## src/rtl/fifo_word_unpacker_if.sv

```systemverilog
// Purpose: bundles the FIFO read port and the narrow output stream of the word unpacker.
// Latency: none, this is wiring only.
// Backpressure: m_ready from the stream sink; fifo_rd_en is the pop strobe back to the FIFO.
// Ports: fifo_rd_data/fifo_empty/fifo_rd_en (FWFT FIFO read side),
//        m_data/m_valid/m_last/m_ready (valid/ready sub-word stream).
// master = the unpacker, slave = the FIFO and sink environment around it.
interface fifo_word_unpacker_if #(
    parameter int IN_WIDTH  = 64,
    parameter int OUT_WIDTH = 16
);
    logic [IN_WIDTH-1:0]  fifo_rd_data;
    logic                 fifo_empty;
    logic                 fifo_rd_en;
    logic [OUT_WIDTH-1:0] m_data;
    logic                 m_valid;
    logic                 m_last;
    logic                 m_ready;

    modport master (
        input  fifo_rd_data,
        input  fifo_empty,
        input  m_ready,
        output fifo_rd_en,
        output m_data,
        output m_valid,
        output m_last
    );

    modport slave (
        output fifo_rd_data,
        output fifo_empty,
        output m_ready,
        input  fifo_rd_en,
        input  m_data,
        input  m_valid,
        input  m_last
    );
endinterface

```

## src/rtl/fifo_word_unpacker.sv

```systemverilog
// Purpose: pops wide FIFO words and serialises each into RATIO sub-words, LSB sub-word first.
// Latency: first sub-word valid the cycle after the pop; sustained one sub-word per cycle.
// Backpressure: m_ready stalls the held sub-word; the next pop only happens as the last beat leaves.
// Ports: clk/rst_n (FIFO read clock, async active-low reset), enable (permit pops),
//        clear (drop held word), bus (FIFO read side + output stream),
//        word_count/starve_count (wrapping status counters).
module fifo_word_unpacker #(
    parameter int IN_WIDTH  = 64,
    parameter int OUT_WIDTH = 16,
    parameter int CNT_WIDTH = 32
) (
    input  logic                 clk,
    input  logic                 rst_n,
    input  logic                 enable,
    input  logic                 clear,
    fifo_word_unpacker_if.master bus,
    output logic [CNT_WIDTH-1:0] word_count,
    output logic [CNT_WIDTH-1:0] starve_count
);

    // IN_WIDTH is expected to be an integer multiple of OUT_WIDTH.
    localparam int RATIO     = IN_WIDTH / OUT_WIDTH;
    localparam int SEL_WIDTH = (RATIO > 1) ? $clog2(RATIO) : 1;
    localparam logic [SEL_WIDTH-1:0] SEL_LAST = SEL_WIDTH'(RATIO - 1);

    typedef enum logic {
        ST_EMPTY = 1'b0,
        ST_DRAIN = 1'b1
    } state_t;

    state_t                 state;
    logic [IN_WIDTH-1:0]    word_buf;
    logic [SEL_WIDTH-1:0]   sel;

    logic                   buf_valid;
    logic                   at_last;
    logic                   beat;
    logic                   pop;
    logic [OUT_WIDTH-1:0]   sub_word [RATIO];

    // Slice the held word into sub-words so the output mux is a plain array index.
    for (genvar g = 0; g < RATIO; g++) begin : g_slice
        assign sub_word[g] = word_buf[g*OUT_WIDTH +: OUT_WIDTH];
    end

    assign buf_valid = (state == ST_DRAIN);
    assign at_last   = (sel == SEL_LAST);

    assign bus.m_valid = buf_valid;
    assign bus.m_data  = sub_word[sel];
    assign bus.m_last  = buf_valid & at_last;

    assign beat = buf_valid & bus.m_ready;

    // Pop when the buffer is empty or its last beat is leaving this cycle, so
    // the next word lands with no bubble. rst_n gates the strobe so nothing is
    // popped while the block sits in reset.
    assign pop = rst_n & enable & ~clear & ~bus.fifo_empty
               & (~buf_valid | (bus.m_ready & bus.m_last));

    assign bus.fifo_rd_en = pop;

    always_ff @(posedge clk or negedge rst_n) begin
        if (!rst_n) begin
            state        <= ST_EMPTY;
            word_buf     <= '0;
            sel          <= '0;
            word_count   <= '0;
            starve_count <= '0;
        end else begin
            // Counters run independently of clear and wrap naturally.
            if (enable && bus.m_ready && !buf_valid) begin
                starve_count <= starve_count + CNT_WIDTH'(1);
            end
            if (pop) begin
                word_count <= word_count + CNT_WIDTH'(1);
            end

            if (clear) begin
                state <= ST_EMPTY;
                sel   <= '0;
            end else if (pop) begin
                // Covers both the empty-buffer load and the reload on a last beat.
                word_buf <= bus.fifo_rd_data;
                state    <= ST_DRAIN;
                sel      <= '0;
            end else if (beat) begin
                if (at_last) begin
                    state <= ST_EMPTY;
                    sel   <= '0;
                end else begin
                    sel <= sel + SEL_WIDTH'(1);
                end
            end
        end
    end

endmodule

```

## src/flat_wrapper.sv

```systemverilog
// flat-port wrapper written by rule: the top's interface ports become plain ports
module fifo_word_unpacker_flat 
#(
    parameter int IN_WIDTH  = 64,
    parameter int OUT_WIDTH = 16,
    parameter int CNT_WIDTH = 32
)
  (clk, rst_n, enable, clear, word_count, starve_count, bus_fifo_rd_data, bus_fifo_empty, bus_m_ready, bus_fifo_rd_en, bus_m_data, bus_m_valid, bus_m_last);
  fifo_word_unpacker_if #(.IN_WIDTH(IN_WIDTH), .OUT_WIDTH(OUT_WIDTH)) bus_i ();
  input  logic clk;
  input  logic rst_n;
  input  logic enable;
  input  logic clear;
  output logic [CNT_WIDTH-1:0] word_count;
  output logic [CNT_WIDTH-1:0] starve_count;
  input wire logic [$bits(bus_i.fifo_rd_data)-1:0] bus_fifo_rd_data;
  input wire logic [$bits(bus_i.fifo_empty)-1:0] bus_fifo_empty;
  input wire logic [$bits(bus_i.m_ready)-1:0] bus_m_ready;
  output wire logic [$bits(bus_i.fifo_rd_en)-1:0] bus_fifo_rd_en;
  output wire logic [$bits(bus_i.m_data)-1:0] bus_m_data;
  output wire logic [$bits(bus_i.m_valid)-1:0] bus_m_valid;
  output wire logic [$bits(bus_i.m_last)-1:0] bus_m_last;
  assign bus_i.fifo_rd_data = bus_fifo_rd_data;
  assign bus_i.fifo_empty = bus_fifo_empty;
  assign bus_i.m_ready = bus_m_ready;
  assign bus_fifo_rd_en = bus_i.fifo_rd_en;
  assign bus_m_data = bus_i.m_data;
  assign bus_m_valid = bus_i.m_valid;
  assign bus_m_last = bus_i.m_last;
  fifo_word_unpacker #(.IN_WIDTH(IN_WIDTH), .OUT_WIDTH(OUT_WIDTH), .CNT_WIDTH(CNT_WIDTH)) u_core (.clk(clk), .rst_n(rst_n), .enable(enable), .clear(clear), .bus(bus_i), .word_count(word_count), .starve_count(starve_count));
endmodule
```

## config.mk

```make
export PLATFORM = sky130hd
export DESIGN_NAME = fifo_word_unpacker_flat
export DESIGN_NICKNAME = d
export VERILOG_FILES = /design/src/rtl/fifo_word_unpacker_if.sv /design/src/rtl/fifo_word_unpacker.sv /design/src/flat_wrapper.sv
export SDC_FILE = /design/constraint.sdc
export NUM_CORES = 1
export LEC_CHECK = 0
export CAP_MARGIN = 20
export CORE_ASPECT_RATIO = 1.1
export CORE_MARGIN = 2
export CORE_UTILIZATION = 53
export DETAILED_ROUTE_END_ITERATION = 8
export PLACE_DENSITY_LB_ADDON = 0.25
export SYNTH_ARGS = -nofsm -noshare
export SYNTH_HDL_FRONTEND = slang
export SYNTH_SLANG_ARGS = --single-unit
```

## constraint.sdc

```tcl
create_clock -name clk -period 2.6 [get_ports clk]
set_input_delay 0.39 -clock clk [delete_from_list [all_inputs] [get_ports clk]]
set_output_delay 0.39 -clock clk [all_outputs]
set_load 0.01 [all_outputs]
```

# After elaboration in Yosys (flattened, before gate mapping)
# Cells that the tools add are included.
[op_classes]
div_mod_pow = 0
multipliers = 0
muxes = 11
bitwise_logic = 12
n_addsub = 3
n_eq_ne = 1
n_lt_le_gt_ge = 1
reduce_logical = 7
shift = 0
[ops]
columns = ["cell", "count"]
rows = [
  ["adder 32 x 1 -> 32 bit (second input constant)", 2],
  ["binary-select mux 16 bit (select 2 bit)", 1],
  ["two-way mux 16 bit", 2],
  ["two-way mux 2 bit", 4],
  ["bitwise AND 1 bit", 7],
  ["nonzero test 3 bit", 2],
  ["two-way mux 1 bit", 4],
  ["AND reduction 2 bit", 2],
  [">= comparator 3 bit (second input constant)", 1],
  ["NOT 1 bit", 3],
  ["NOT 2 -> 3 bit", 1],
  ["adder 2 x 1 -> 2 bit (second input constant)", 1],
  ["equality test 2 bit (second input constant)", 1],
  ["logical AND 1 bit", 2],
  ["zero test 1 bit", 1],
  ["bitwise OR 1 bit", 1],
]
[totals]
ramBits = 0
latch_bits = 0
input_bits = 70
n_memories = 0
out_inout_bits = 83
elab_cells = 40
rom_bits = 0
ff_bits = 131

# Longest topological paths before layout
# Gate-level depths: netlist of the first run.
[logic_depth]
depth_word = 7
ltp_mapped = 8

# Least setup slack after synthesis of the first run
# Ideal clock, no wire load.
[synth_path]
path_type = "register to output"
from = "reg u_core.sel[0]"
to = "out bus_m_data[10]"
path_buffers = 2
stages_incl_launch_ff = 4
path_slack_ps = 763
t_arrival_ps = 1447
cell_sequence = "dfrtp_1 -> buf_2 -> buf_2 -> mux4_2"
[synth_via]
elab_chain_len = 4
[synth_rtl]
columns = ["item", "line", "source"]
rows = [
  ["start, declared", "fifo_word_unpacker.sv:33", "logic [SEL_WIDTH-1:0] sel;"],
  ["start signal, assigned", "fifo_word_unpacker.sv:92", "sel <= sel + SEL_WIDTH'(1);"],
  ["NOT 2 -> 3 bit (implied by the code)", "fifo_word_unpacker.sv:50", "assign bus.m_data = sub_word[sel];"],
  ["binary-select mux 16 bit (select 2 bit)", "fifo_word_unpacker.sv:50", ""],
  ["two-way mux 16 bit (implied by the code) (2 in series)", "fifo_word_unpacker.sv:50", ""],
  ["end, declared", "flat_wrapper.sv:20", "output wire logic [$bits(bus_i.m_data)-1:0] bus_m_data;"],
]
# No other way between the ends. The select of a mux whose other input is x is not followed.

# Final worst setup path of the first run
[layout_path]
from = "in rst_n"
to = "out bus_fifo_rd_en"
[layout_via]
elab_chain_len = 4
[layout_rtl]
columns = ["item", "line", "source"]
rows = [
  ["start, declared", "flat_wrapper.sv:11", "input logic rst_n;"],
  ["bitwise AND 1 bit (3 in series)", "fifo_word_unpacker.sv:58", "assign pop = rst_n & enable & ~clear & ~bus.fifo_empty"],
  ["bitwise AND 1 bit", "fifo_word_unpacker.sv:59", "& (~buf_valid | (bus.m_ready & bus.m_last));"],
  ["end, declared", "flat_wrapper.sv:19", "output wire logic [$bits(bus_i.fifo_rd_en)-1:0] bus_fifo_rd_en;"],
]
# No other way between the ends.

==> flow_summary.yaml, run 1 <==
sta:
  tns_ns: 0
  period_needed_ns: 2.524
  drv_slew: 0
  relSlewSlack_pct: 41.68
  fmax_mhz: 396.2
  fin_skew_ns: 0.008469
  hold_viol_final: 0
  rsz0062_at_grt: "false"
  post-route-period-util_pct: 97.07
  setup_viol: 0
  worst_slew_pin_slew_ns: 0.8748
  worst_slack_ns: 0.07622
  holdWs_ns: 0.3443
global_routing:
  grt_pass1_wl_microns: 22290
  grt_max_degree: 70
  antenna_found_initial: 0
  grt_overflow: 0
  grt_pass1_vias: 4392
  grt_usage_pct: 23.83
clock_network:
  cts-root-buf: "clkbuf_16"
  cts_sinks: 131
  cts-htree-levels: 4
  cts_tree: "yes"
  cts_max_path_buffers: 2
  cts_buffers: 17
  path_clk_slew_ns: 0.05
  cts_resized: 0
  worstSkewPairLatency_ns: 0.41
hold_path:
  min_path_type: "input pin to asynchronous set/reset pin"
synthesis:
  synth_fp_nets: 504
  ys.flop_type: "dfrtp_1"
  netlist_instances: 431
  ys_seq_area_share_pct: 55.63
  yosys_register_bits: 131
  ys_warn_count: 0
  synth_xor_area_share_pct: 9.214
  yosysUniqueCellTypes: 38
  synth_area_sq_mm: 0.005893
  synthAdderAreaFrac_pct: 0.6369
  synth_top_family_by_area: "multiplexers"
  synth_compound_gate_area_share_pct: 0.5945
  synth_edf_count: 0
  synth_simple_gate_area_share_pct: 13.59
  syn_avg_cell_area_sq_um: 13.67
  synth_mux_area_share_pct: 18.51
  async_reset_ff_share_pct: 100.0
status:
  status: "finished, final reports clean"
floorplan:
  dieArea_sq_mm: 0.01198
  core_sq_mm: 0.01086
  boundaryPins: 153
  start_util_pct: 54.26
  dieWidth_microns: 104.5
  die_y_microns: 114.6
  rows: 40
setup_path:
  rr_endpoint: "u_core.word_count[14]"
  crit_end: "bus_fifo_rd_en"
  worstPathArrival_ns: 2.13
  crit_type: "input pin to output pin"
  worstReg2RegStart: "u_core.sel[0]"
  worstPathRequired_ns: 2.21
  start_kind: "input pin"
  cp_max_fo: 7
  reg2reg_setup_slack_ns: 0.60
  reg2reg_depth: 7
  endpoint_kind: "output pin"
  crit_path_start: "rst_n"
detailed_routing:
  via_per_inst: 5.445
  drt_iter0_drc: 147
  firstDrtPassIters: 5
  vias: 4138
  totalWireLength_microns: 13240
  routedWlPerCell_microns: 17.42
  ant_nets: 0
  route.detailed.drc: 0
place:
  dp_hpwl_microns: 9411
  pre_cts_ws_ns: 0.2055
  place.gp.congestion: 0.8026
  port_buffers: 152
power:
  p_total_mw: 5.818
  p_per_area_mw_per_mm2: 709.5
  ir_worst_vdd_mv: 0.4705
  p_leak_nw: 3.473
layout:
  diodes: 0
  areaGrowthSynthToFinish_pct: 39.15
  nets: 674
  nFillCells: 735
  drive_above_1_share_pct: 22.02
job:
  maxCapViolCount: 0
## Yosys cell counts, types with 6 or more instances
master / n / area share [%]
nor3_1: 10 / 0.85
xor2_1: 22 / 3.3
nand3_1: 25 / 2.1
mux2_2: 64 / 12
xnor2_1: 40 / 5.9
and4_1: 10 / 1.5
nor2_1: 6 / 0.38
mux4_2: 16 / 6.1
and3_1: 12 / 1.3
nand4_1: 22 / 2.3
buf_2: 7 / 0.59
dfrtp_1: 131 / 56
nand2_1: 23 / 1.5
## worst max-delay path, stage by stage
cell	delay, ns
dlygate4sd3_1	0.54
buf_6	0.14
and4bb_2	0.27
nand2_1	0.11
inv_2	0.10
clkdlybuf4s50_1	0.57
## kinds of logic (layout without fill, tap and decap cells)
| group | Yosys count | after routing |
|---|---|---|
| AOI/OAI and AO/OA | 5 | 5 |
| xor gates and xnor gates | 62 | 62 |
| adders and majority gates | 3 | 3 |
| buffers and inverters | 19 | 201 |
| DFF | 131 | 131 |
| muxes | 81 | 81 |
| and+or+nand+nor | 130 | 130 |
## worst min path at each step
stage                     startpoint  depth (start not counted)                 end  slack, ns
after CTS                      rst_n                          2       u_core.sel[0]       0.33
final                          rst_n                          2  u_core.bus.m_valid       0.34
after detailed placement       rst_n                          1       u_core.sel[0]       0.19
after global routing           rst_n                          2       u_core.sel[0]       0.35
after floorplan                rst_n                          0  u_core.bus.m_valid       0.09
after global placement         rst_n                          1       u_core.sel[0]       0.19
## state kept, by name, summed over array words and instances, names as in the netlist
register	count
u_core.bus.m_valid	1
u_core.sel	2
u_core.starve_count	32
u_core.word_buf	64
u_core.word_count	32
## cell usage in the layout, fill, tap and decap left out, drive strengths merged, types with 16 or more instances in the layout
cell type and count:
clkbuf 18, clkdlybuf4s50 151, dfrtp 131, mux2 64
mux4 16, nand2 23, nand3 25, nand4 22
xnor2 40, xor2 22
## report_power, final
| part | leakage (nW) | internal, mW | switching (mW) |
|---|---|---|---|
| sequential | 1.67 | 2.33 | 0.204 |
| combinational | 1.53 | 0.622 | 0.350 |
| clock | 0.266 | 1.43 | 0.887 |
## layer usage
metal	routed length (microns)	vias to the layer above	track usage (%)	share of wire (%)
met1	5442	2089	29.45	41
met3	965	16	8.253	7.3
met5	0	-	0	0
met2	6695	120	40.26	51
li1	-	1913	-	-
met4	139	0	6.396	1.0
## per-stage QoR
stage               cell area [sq um]  instances  util (%)
floorplan                        5893        431         -
CTS                              8200        760     75.51
global route                     8200        760     75.51
detailed placement               7614        728     70.10
global placement                 7614        728     70.10
finish                           8200        760     75.51
## area by class of cell
type | count | area [sq um] | area share, %
clock buffer | 18 | 439.2 | 5.356
inverter | 5 | 18.77 | 0.2289
clock inverter | 13 | 137.6 | 1.678
tap | 147 | 183.9 | 2.243
timing repair buffer | 165 | 1635 | 19.94
multi-input combinational | 281 | 2507 | 30.58
sequential | 131 | 3278 | 39.98
## repair_timing
| action | 4_1_cts | 5_1_grt |
|---|---|---|
| buffers inserted | 0 | 0 |
| hold endpoints to repair | 3 | 0 |
| hold buffers | 1 | 0 |
No activity file was read; power rests on OpenSTA's default activity.
==> inputs of run 2 (changes only) <==
--- a/config.mk
+++ b/config.mk
@@ -11,6 +11,7 @@
 export CORE_UTILIZATION = 53
 export DETAILED_ROUTE_END_ITERATION = 8
 export PLACE_DENSITY_LB_ADDON = 0.25
+export SLEW_MARGIN = 15
 export SYNTH_ARGS = -nofsm -noshare
 export SYNTH_HDL_FRONTEND = slang
 export SYNTH_SLANG_ARGS = --single-unit
==> results of run 2 <==
No change in the layout: final DEF, timing and power equal those of run 1.
==> inputs of run 3 (changes only) <==
--- a/config.mk
+++ b/config.mk
@@ -6,10 +6,11 @@
 export NUM_CORES = 1
 export LEC_CHECK = 0
 export CAP_MARGIN = 20
-export CORE_ASPECT_RATIO = 1.1
+export CORE_ASPECT_RATIO = 0.7
 export CORE_MARGIN = 2
 export CORE_UTILIZATION = 53
 export DETAILED_ROUTE_END_ITERATION = 8
+export GPL_ROUTABILITY_DRIVEN = 1
 export PLACE_DENSITY_LB_ADDON = 0.25
 export SLEW_MARGIN = 15
 export SYNTH_ARGS = -nofsm -noshare
==> run 3 against run 2 <==
Effect of this change:
- combinational power is essentially flat
- worst setup slack gained 0.046 ns
- critical path depth shrank 1
- sequential power is essentially flat
- via count grew 0.41%
- worst hold slack lost 0.25 ns
- die area grew 0.11%
- final cell count grew 1.1%
- clock skew is essentially flat
- cell area grew 0.64%
- wire length grew 2.5%
- register-to-register slack gained 0.06 ns
- critical path type is now flop to output pin
- largest cell class unchanged
==> flow_summary.yaml, run 3 (synthesized netlist as in run 1, its figures left out) <==
setup_path:
  endpoint_kind: "output pin"
  worstPathArrival_ns: 2.09
  reg2reg_setup_slack_ns: 0.66
  worstReg2RegStart: "u_core.sel[0]"
  reg2reg_depth: 6
  crit_end: "bus_fifo_rd_en"
  crit_cells: 5
  worstPathCellList: "ha_1 -> a21bo_2 -> nand2_1 -> inv_2 -> clkdlybuf4s50_1"
  rr_endpoint: "u_core.word_buf[14]"
  crit_type: "flop to output pin"
  crit_buf_inv: 2
  cp_max_fo: 5
  start_kind: "flop"
  worstPathRequired_ns: 2.21
  cp_slowest_cell: "clkdlybuf4s50_1"
  critPathMaxStageDelay_ns: 0.50
  crit_path_start: "u_core.sel[0]"
  crit_family: "buffers and inverters"
global_routing:
  grt_pass1_wl_microns: 22020
  grt_overflow: 0
  grt_usage_pct: 24.19
  grt_max_degree: 89
  antenna_found_initial: 0
  grt_pass1_vias: 4281
sta:
  tns_ns: 0
  fin_skew_ns: 0.008295
  drv_slew: 0
  post-route-period-util_pct: 95.29
  relSlewSlack_pct: 46.36
  hold_viol_final: 0
  rsz0062_at_grt: "false"
  worst_slew_pin_slew_ns: 0.8045
  fmax_mhz: 403.6
  setup_viol: 0
  period_needed_ns: 2.478
layout:
  final_cell_mix: "clkdlybuf4s50_1 (151), dfrtp_1 (130), mux2_2 (64)"
  nFillCells: 710
  largest_register: "u_core.word_buf"
  nets: 675
  fin_util_pct: 75.50
  drive_above_1_share_pct: 22.44
  top_regs: "u_core.word_buf (64), u_core.starve_count (32), u_core.word_count (32)"
  largest_reg_flops: 64
  final_common_cell: "clkdlybuf4s50_1"
  diodes: 0
  areaGrowthSynthToFinish_pct: 40.04
floorplan:
  dieArea_sq_mm: 0.01199
  die_y_microns: 92.23
  boundaryPins: 153
  start_util_pct: 53.91
  rows: 32
  core_sq_mm: 0.01093
  dieWidth_microns: 130.0
clock_network:
  cts_sinks: 131
  path_clk_slew_ns: 0.06
  worstSkewPairLatency_ns: 0.41
  cts-root-buf: "clkbuf_16"
  cts-htree-levels: 4
  cts_hold_buf: 0
  cts_tree: "yes"
  cts_buffers: 17
  cts_max_path_buffers: 2
detailed_routing:
  firstDrtPassIters: 4
  vias: 4155
  route.detailed.drc: 0
  routedWlPerCell_microns: 17.67
  via_per_inst: 5.410
  drt_iter0_drc: 249
  ant_nets: 0
  totalWireLength_microns: 13570
place:
  port_buffers: 152
  dp_hpwl_microns: 9470
  place.gp.congestion: 0.8185
power:
  intPower_mw: 4.483
  ir_worst_vdd_mv: 0.5322
  p_comb_share_pct: 16.3
  p_clk_share_pct: 40.7
  switchingPower_mw: 1.446
  pwr-share-seq_pct: 43.0
  p_per_area_mw_per_mm2: 718.4
  p_leak_nw: 3.508
  swShare_pct: 24.38
hold_path:
  min_path_type: "input pin to asynchronous set/reset pin"
job:
  maxCapViolCount: 0
status:
  status: "finished, final reports clean"
run 3: how the worst min path moves through the flow:
| stage | startpoint | to | slack [ns] | cells after the start |
|---|---|---|---|---|
| 2_1_floorplan | rst_n | u_core.bus.m_valid | 0.09 | 0 |
| 3_3_place_gp | u_core.starve_count[31] | u_core.starve_count[31] | 0.46 | 1 |
| 3_5_place_dp | u_core.word_count[31] | u_core.word_count[31] | 0.46 | 1 |
| 4_1_cts | rst_n | u_core.word_buf[49] | 0.11 | 2 |
| 5_1_grt | rst_n | u_core.word_count[1] | 0.14 | 2 |
| 6_report | rst_n | u_core.sel[1] | 0.1 | 2 |
run 3: final cells by class:
cell class                      count  area (sq um)  share of cell area, %
Timing Repair Buffer              166          1653                  20.03
Clock inverter                     13         160.2                  1.941
Sequential cell                   131          3279                  39.74
Multi-Input combinational cell    281          2507                  30.38
Tap cell                          153         191.4                  2.320
Inverter                            5         18.77                 0.2274
Clock buffer                       19         442.9                  5.367
run 3: metrics by stage:
| stage | total power, mW | instance area, sq um | worst slack (ns) | cells | hold WS (ns) |
|---|---|---|---|---|---|
| floorplan | 2.999 | 5893 | 0.7632 | 431 | 0.09441 |
| global placement | 3.500 | 7645 | 0.1914 | 736 | 0.4602 |
| detailed placement | 3.557 | 7645 | 0.1656 | 736 | 0.4643 |
| CTS | 5.987 | 8248 | 0.07247 | 768 | 0.1077 |
| global route | 6.184 | 8253 | 0.01550 | 768 | 0.1403 |
| finish | 5.929 | 8253 | 0.1224 | 768 | 0.09717 |
run 3: metal layers:
| metal | wire length [microns] | vias up | share of wire [%] | GRT usage (%) |
|---|---|---|---|---|
| met2 | 6435 | 130 | 47 | 36.95 |
| met1 | 5884 | 2095 | 43 | 31.97 |
| li1 | - | 1914 | - | - |
| met4 | 174 | 0 | 1.3 | 7.796 |
| met3 | 1072 | 16 | 7.9 | 9.393 |
| met5 | 0 | - | 0 | 0 |
run 3: repair_timing:
item / in CTS / in global routing
setup buffers: 0 / 0
setup endpoints to repair: 0 / 1
resized for setup: 0 / 1
hold endpoints to repair: 0 / 0
run 3: power groups by stage:
stage,Combinational [mW],Sequential [mW],Clock (mW)
6_report,0.968,2.55,2.41
5_1_grt,1.04,2.59,2.55
4_1_cts,0.982,2.55,2.45
3_5_place_dp,0.976,2.58,0
3_3_place_gp,0.944,2.56,0
2_1_floorplan,0.454,2.54,0
run 3: worst register-to-register path: stages (launching register included):
cell and delay [ns]:
dfrtp_2 0.40, ha_1 0.22, a21bo_2 0.19, nand2_1 0.15, inv_2 0.14, buf_12 0.32, mux2_2 0.41
